[src/rtl/taxi_eth_tx_frame_arb.sv]
// Frame-level transmit arbiter sharing one MAC tx AXI-stream sink among PORTS sources, with a stall watchdog.
// Optional feature macro: TAXI_TX_ARB_PRIO_EN gives port 0 strict priority over the round-robin ports.
module taxi_eth_tx_frame_arb #(
   parameter int PORTS   = 4,
   parameter int DATA_W  = 8,
   parameter int USER_W  = 1,
   parameter int TIMEOUT = 1024,
   localparam int IDX_W  = $clog2(PORTS)
) (
   input  logic                      clk,
   input  logic                      rst_n,
   input  logic                      enable,
   input  logic [PORTS*DATA_W-1:0]   s_tdata,
   input  logic [PORTS-1:0]          s_tvalid,
   output logic [PORTS-1:0]          s_tready,
   input  logic [PORTS-1:0]          s_tlast,
   input  logic [PORTS*USER_W-1:0]   s_tuser,
   output logic [DATA_W-1:0]         m_tdata,
   output logic                      m_tvalid,
   input  logic                      m_tready,
   output logic                      m_tlast,
   output logic [USER_W-1:0]         m_tuser,
   output logic                      grant_valid,
   output logic [IDX_W-1:0]          grant_idx,
   output logic [PORTS-1:0]          abort
);

   typedef enum logic [1:0] {
      IDLE  = 2'd0,
      XFER  = 2'd1,
      ABORT = 2'd2,
      DROP  = 2'd3
   } state_t;

   localparam logic [15:0] STALL_LIM = 16'(TIMEOUT - 1);

   state_t             state, state_d;
   logic [IDX_W-1:0]   rr_ptr, rr_ptr_d;
   logic [IDX_W-1:0]   grant_q, grant_d;
   logic [15:0]        stall_cnt, stall_cnt_d;
   logic               grant_valid_q;
   logic [PORTS-1:0]   abort_q, abort_d;

   logic               pick_found;
   logic [IDX_W-1:0]   pick_idx;
   logic [IDX_W-1:0]   cand_idx;
   logic [IDX_W-1:0]   rr_next;

   logic               g_tvalid;
   logic               g_tlast;
   logic [DATA_W-1:0]  g_tdata;
   logic [USER_W-1:0]  g_tuser;

   logic [DATA_W-1:0]  m_tdata_c;
   logic               m_tvalid_c;
   logic               m_tlast_c;
   logic [USER_W-1:0]  m_tuser_c;
   logic [PORTS-1:0]   s_tready_c;

   // Granted-source view; the grant index only ever holds a picked port number.
   always_comb begin
      g_tvalid = s_tvalid[grant_q];
      g_tlast  = s_tlast[grant_q];
      g_tdata  = s_tdata[int'(grant_q)*DATA_W +: DATA_W];
      g_tuser  = s_tuser[int'(grant_q)*USER_W +: USER_W];
   end

   // First valid port searching upward from rr_ptr+1, wrapping at PORTS.
   always_comb begin
      pick_found = 1'b0;
      pick_idx   = '0;
      cand_idx   = '0;
`ifdef TAXI_TX_ARB_PRIO_EN
      if (s_tvalid[0]) begin
         pick_found = 1'b1;
      end
`endif
      for (int k = 1; k <= PORTS; k++) begin
         cand_idx = IDX_W'((int'(rr_ptr) + k) % PORTS);
         if (!pick_found && s_tvalid[cand_idx]) begin
            pick_found = 1'b1;
            pick_idx   = cand_idx;
         end
      end
   end

   // Port 0 grants in priority mode leave the round-robin pointer untouched.
   always_comb begin
`ifdef TAXI_TX_ARB_PRIO_EN
      rr_next = (grant_q == '0) ? rr_ptr : grant_q;
`else
      rr_next = grant_q;
`endif
   end

   always_comb begin
      state_d     = state;
      grant_d     = grant_q;
      rr_ptr_d    = rr_ptr;
      stall_cnt_d = stall_cnt;
      abort_d     = '0;
      m_tdata_c   = '0;
      m_tvalid_c  = 1'b0;
      m_tlast_c   = 1'b0;
      m_tuser_c   = '0;
      s_tready_c  = '0;

      case (state)
         IDLE: begin
            stall_cnt_d = '0;
            if (enable && pick_found) begin
               grant_d = pick_idx;
               state_d = XFER;
            end
         end

         XFER: begin
            m_tdata_c  = g_tdata;
            m_tvalid_c = g_tvalid;
            m_tlast_c  = g_tlast;
            m_tuser_c  = g_tuser;
            s_tready_c[grant_q] = m_tready;

            // Only a silent source counts as a stall; MAC backpressure does not.
            if (g_tvalid) begin
               stall_cnt_d = '0;
            end else if (stall_cnt != 16'hffff) begin
               stall_cnt_d = stall_cnt + 16'd1;
            end

            if (g_tvalid && m_tready && g_tlast) begin
               rr_ptr_d = rr_next;
               state_d  = IDLE;
            end else if (TIMEOUT != 0 && !g_tvalid && stall_cnt == STALL_LIM) begin
               abort_d[grant_q] = 1'b1;
               state_d          = ABORT;
            end
         end

         ABORT: begin
            // Synthetic errored end-of-frame so the MAC discards the partial frame.
            m_tvalid_c   = 1'b1;
            m_tlast_c    = 1'b1;
            m_tuser_c[0] = 1'b1;
            if (m_tready) begin
               state_d = DROP;
            end
         end

         DROP: begin
            s_tready_c[grant_q] = 1'b1;
            if (g_tvalid && g_tlast) begin
               rr_ptr_d = rr_next;
               state_d  = IDLE;
            end
         end

         default: begin
            state_d = IDLE;
         end
      endcase
   end

   always_ff @(posedge clk) begin
      if (!rst_n) begin
         state         <= IDLE;
         rr_ptr        <= IDX_W'(PORTS - 1);
         grant_q       <= '0;
         stall_cnt     <= '0;
         grant_valid_q <= 1'b0;
         abort_q       <= '0;
      end else begin
         state         <= state_d;
         rr_ptr        <= rr_ptr_d;
         grant_q       <= grant_d;
         stall_cnt     <= stall_cnt_d;
         grant_valid_q <= (state_d != IDLE);
         abort_q       <= abort_d;
      end
   end

   // Outputs are forced low while reset is asserted, even before the first reset edge.
   assign m_tdata     = rst_n ? m_tdata_c : '0;
   assign m_tvalid    = rst_n & m_tvalid_c;
   assign m_tlast     = rst_n & m_tlast_c;
   assign m_tuser     = rst_n ? m_tuser_c : '0;
   assign s_tready    = rst_n ? s_tready_c : '0;
   assign grant_valid = rst_n & grant_valid_q;
   assign grant_idx   = rst_n ? grant_q : '0;
   assign abort       = rst_n ? abort_q : '0;

endmodule

[config.mk]
export PLATFORM = sky130hd
export DESIGN_NAME = taxi_eth_tx_frame_arb
export DESIGN_NICKNAME = d
export VERILOG_FILES = /design/src/rtl/taxi_eth_tx_frame_arb.sv
export SDC_FILE = /design/constraint.sdc
export NUM_CORES = 1
export LEC_CHECK = 0
export ABC_CLOCK_PERIOD_IN_PS = 5600
export BUFFER_PORTS_ARGS = -buffer_cell sky130_fd_sc_hd__buf_2
export CORE_ASPECT_RATIO = 0.7
export CORE_MARGIN = 2
export CORE_UTILIZATION = 28
export CTS_CLUSTER_DIAMETER = 50
export DETAILED_ROUTE_END_ITERATION = 10
export GPL_TIMING_DRIVEN = 1
export SETUP_SLACK_MARGIN = 0.5
export SKIP_LAST_GASP = 1
export SYNTH_ARGS = -nofsm -noshare
export SYNTH_HDL_FRONTEND = slang
export SYNTH_SLANG_ARGS = --single-unit
[constraint.sdc]
create_clock -name clk -period 5.6 [get_ports clk]
set_clock_uncertainty 0.05 [all_clocks]
set_input_delay 1.12 -clock clk [delete_from_list [all_inputs] [get_ports clk]]
set_output_delay 1.12 -clock clk [all_outputs]
set_load 0.01 [all_outputs]
## Word level (Yosys, flattened, before mapping)

Cells that the tools add are included.

- Flip-flop bits (word level): 27
- Input bits: 48
- Output and inout port bits: 22
- Word-level logic and storage cells: 99

- Add/sub/neg operators: 5
- Magnitude comparators: 6
- Eq/ne operators: 8
- Shift operators: 2
- Multiplexer cells: 44
- Bitwise gates (word level): 7
- Reduce and logical (&&, ||, !) cells: 21

Operators by type and width:

| kind | count |
|---|---|
| $mux W16 | 2 |
| $pmux W16 S2 | 1 |
| $shiftx A32 B6 Y8 | 1 |
| $mux W2 | 12 |
| $add A16 B1 Y16 const B | 1 |
| $eq A16 B10 Y1 const B | 1 |
| $mux W8 | 2 |
| $ne A16 B16 Y1 const B | 1 |
| $lt A2 B3 Y1 const B | 5 |
| $bmux W1 S2 | 6 |
| $mux W1 | 12 |
| $logic_and A1 B1 Y1 | 9 |
| $mux W4 | 2 |
| $pmux W2 S4 | 1 |
| $pmux W4 S2 | 1 |
| $pmux W1 S2 | 3 |
| $reduce_bool A2 Y1 | 3 |
| $add A2 B1 Y2 const B | 2 |
| $add A2 B2 Y2 const B | 2 |
| $and A4 B4 Y4 | 1 |
| $eq A2 B2 Y1 const B | 2 |
| $logic_not A1 Y1 | 4 |
| $ne A2 B2 Y1 const B | 2 |
| $pmux W2 S2 | 1 |
| other kinds (11) | 16 |

## Depth between registers and ports, before layout

- Depth in word-level cells: 17
- Mapped depth: 8
- Mapped depth without buffers: 7

## Worst setup path after synthesis

Ideal clock, no wire load.

- Path type: input to output
- Start point: input port s_tvalid[3]
- End point: output port m_tvalid
- Arrival: 1895 ps
- Required time: 4430 ps
- Path slack: 2535 ps
- Stages on the path: 3
- Buffers on the path: 0
- Cell sequence: mux4_2 -> a21oi_1 -> nor2_1

- Word-level cells in the longest chain between the ends: 4

RTL lines:

| what | line | text |
|---|---|---|
| from (decl) | 14 | `input logic [PORTS-1:0] s_tvalid,` |
| $bmux W1 S2 | 62 | `g_tvalid = s_tvalid[grant_q];` |
| $mux W1 (not written as such) | 62 |  |
| $pmux W1 S2 | 108 | `case (state)` |
| $and A1 B1 Y1 | 184 | `assign m_tvalid = rst_n & m_tvalid_c;` |
| to (decl) | 19 | `output logic m_tvalid,` |

No other way between the ends. The select of a mux whose other input is x is not followed.

## Final worst setup path

- Start point: register grant_q[0]
- End point: output port m_tvalid

- Word-level cells in the longest chain between the ends: 4

RTL lines:

| what | line | text |
|---|---|---|
| from (decl) | 39 | `logic [IDX_W-1:0] grant_q, grant_d;` |
| from (signal assigned) | 175 | `grant_q <= grant_d;` |
| $bmux W1 S2 | 62 |  |
| $mux W1 (not written as such) | 62 |  |
| $pmux W1 S2 | 108 |  |
| $and A1 B1 Y1 | 184 |  |

No other way between the ends. The select of a mux whose other input is x is not followed.

==> impl_results.md <==
- Worst vdd ir: around 0.11 mV
- M1 GR Usage: 22.7%
- Synth area leader: dfxtp_1
- Syn nets: 291
- Largest net degree at the start of global routing: 34
- CTS buffer count: 3
- Final worst setup slack: 2.04 ns
- Utilization after layout: 35.7%
- RSZ-0062 raised after global routing: no
- Number of global-route vias before repair: 1862
- First-pass GRT wire length: about 9 mm
- Crit path arrival time: 2.39 ns
- Ys async rst share: 0%
- # Post-CTS Setup Buffers: 0
- H-tree Lvls: 1
- Root buffer cell: clkbuf_8
- Power per cell area: 239 mW/mm²
- CP endpoint kind: primary output
- Fin crit period: 3.56 ns
- Detailed Routing Iterations Pass 1: 5
- R2R cell count: 5
- Post-CTS sizing: 0
- Reg-to-reg slack, setup: roughly 2.6 ns
- Max-cap violations: 0
- Worst Max-Slew Pin Slew: 0.964 ns
- Hold_buf cts: 0
- Crit path to: m_tvalid
- Internal power: 0.000355 W
- CTS tree: done
- Outcome: completed
- Drc violations: 0
- Required time of the critical path: about 4.4 ns
- Ys Warns: 0
- Critical path class: flip-flop to primary output
- Sequential power share: 40.1%
- Comb pwr share: around two fifths
- Final count of hold timing violations: 0
- Crit-path max FO: 19
- Final Max Tran Viols: 0
- Area growth syn-to-layout: 23.4%
- Slew headroom: 35.6%
- GRT Total Usage: 14.6%
- Yosys top cell area share: 27.8%
- Synth Cell Area: 0.00195 mm²
- Reg2reg end: stall_cnt[13]
- CP Launch Type: flip-flop
- Dpl ws: ~2.1 ns
- WL final: 5.29 mm
- Yosys cell types: 47
- Sw power: 0.000218 W
- Worst Setup SP: grant_q[0]
- Final-report setup violation count: 0
- CTS Buffer Depth: 2
- Synth top cells by count: 27 x dfxtp_1, 22 x nand2_1, 21 x nor2_1
- Antenna viol nets, final: 0
- IO Port Bufs: 69
- CORE AREA: 0.00673 mm²
- IO Pins: 70
- Initial antenna violation count: 0
- Rows: 25
- RePlAce Congestion: 0.836
- Share of cells above drive strength 1: 30.5%
- Max Clk Rate: 281 MHz
- Leak: 1.00 nW
- Vias: ~2000
- Synth area leaders: dfxtp_1 28%, mux4_2 13%, nand3_1 5.1%
- Clk_lat worst skew: 0.28 ns
- Nets@finish: 352
- Seq/Total Area, Yosys: 27.8%
- Clock Pin Slew Worst Setup and Hold Paths: 0.10 ns
- Initial DRC count: 126
- Vias per inst: approximately 5.2
- Most common cell in the synthesized netlist: dfxtp_1
- Total power draw: 0.000573 W
- Width of the die: 104 µm
- Initial core utilization: about 29%
- GR Overflow Total: 0
- Post-synthesis register bit count: 27
- R2R Path Start: grant_q[0]
- Die area: roughly 0.0076 mm²
- Number of synthesized flops with an enable pin: 0
- Clock power share: between 10% and 20%
- Period Utilization, post-route: 63.6%
- Hold Path Class: flip-flop to flip-flop
- Clock Sinks: 27
- Syn_area_per_cell: 8.17 µm²
- WL per Instance: 13.5 µm
- Met2 GRT Util: between 20% and 30%
- GR Layer Usage met3: 2.93%
- Ant. Diodes: 0
- Final TNS setup: 0 ns
- Hpwl dp: 4.18 mm
- Die span in y: 73.7 µm
- Ys flop type: dfxtp_1
- Post-Syn Instances: around 240
- Sw Share: a little under two fifths
- Gr busiest metal: met1
## layout by cell type, fill, tap and decap left out, types with 4 or more instances in the layout
cell type   n
buf_2      69
dfxtp_1    27
nand2_1    22
nor2_1     21
nand3_1    20
a21oi_1    12
mux4_2     11
and2_1     10
nor2b_1    10
inv_1       9
o21ai_0     9
nand4_1     7
and3_1      5
ha_1        5
nor3_1      4
o211ai_1    4
a31oi_1     4
a21boi_0    4
## kinds of logic (layout without fill, tap and decap cells)
kind of cell	after synthesis	after routing	synth area share [%]
and+or+nand+nor	119	119	32.2
AOI/OAI and AO/OA	51	51	17.9
DFF	27	27	27.8
buffers and inverters	22	82	4.63
muxes	14	14	14.3
adders and majority gates	5	5	3.22
## metrics by stage
stage / std cells / hold WS, ns / area [µm²]
floorplan: 238 / 0.419 / 1950
global placement: 388 / 0.443 / 2350
detailed placement: 388 / 0.463 / 2350
CTS: 392 / 0.478 / 2400
global route: 392 / 0.520 / 2400
finish: 392 / 0.479 / 2400
## how the worst min path moves through the flow
stage                        from  cells after the start  slack (ns)             to
floorplan               rr_ptr[0]                      2        0.42      rr_ptr[0]
global placement        rr_ptr[0]                      2        0.44      rr_ptr[0]
detailed placement      rr_ptr[0]                      2        0.46      rr_ptr[0]
global route        stall_cnt[14]                      2        0.52  stall_cnt[14]
CTS                 stall_cnt[14]                      2        0.48  stall_cnt[14]
finish              stall_cnt[14]                      2        0.48  stall_cnt[14]
## power groups by stage
stage               Sequential [W]  Combinational [W]  Clock, W
floorplan                 0.000216           0.000180         0
global placement          0.000235           0.000227         0
detailed placement        0.000235           0.000230         0
CTS                       0.000231           0.000230  0.000119
global route              0.000235           0.000261  0.000128
finish                    0.000230           0.000230  0.000114
## sequential cells by signal, indices dropped and copies added (netlist names)
register and count:
abort_q 4, grant_q 2, grant_valid_q 1, rr_ptr 2, stall_cnt 16, state 2
## worst max-delay path, stage by stage (launching register included)
cell     delay (ns)
dfxtp_1        0.97
mux4_2         0.73
a21oi_1        0.22
nor2_1         0.05
buf_2          0.14
## per-layer routing
layer / wire, µm / vias up
li1: - / 1003
met1: 2770 / 959
met2: 2180 / 63
met3: 306 / 4
met4: 31 / 0
met5: 0 / -
## area by class of cell
class	instances	area, µm²
inverter	9	33.8
multi-input combinational	189	1320
fill	720	4320
tap	94	118
timing repair buffer	69	345
clock inverter	1	7.51
sequential	27	541
clock buffer	3	41.3
(Power assumes the default switching activity.)
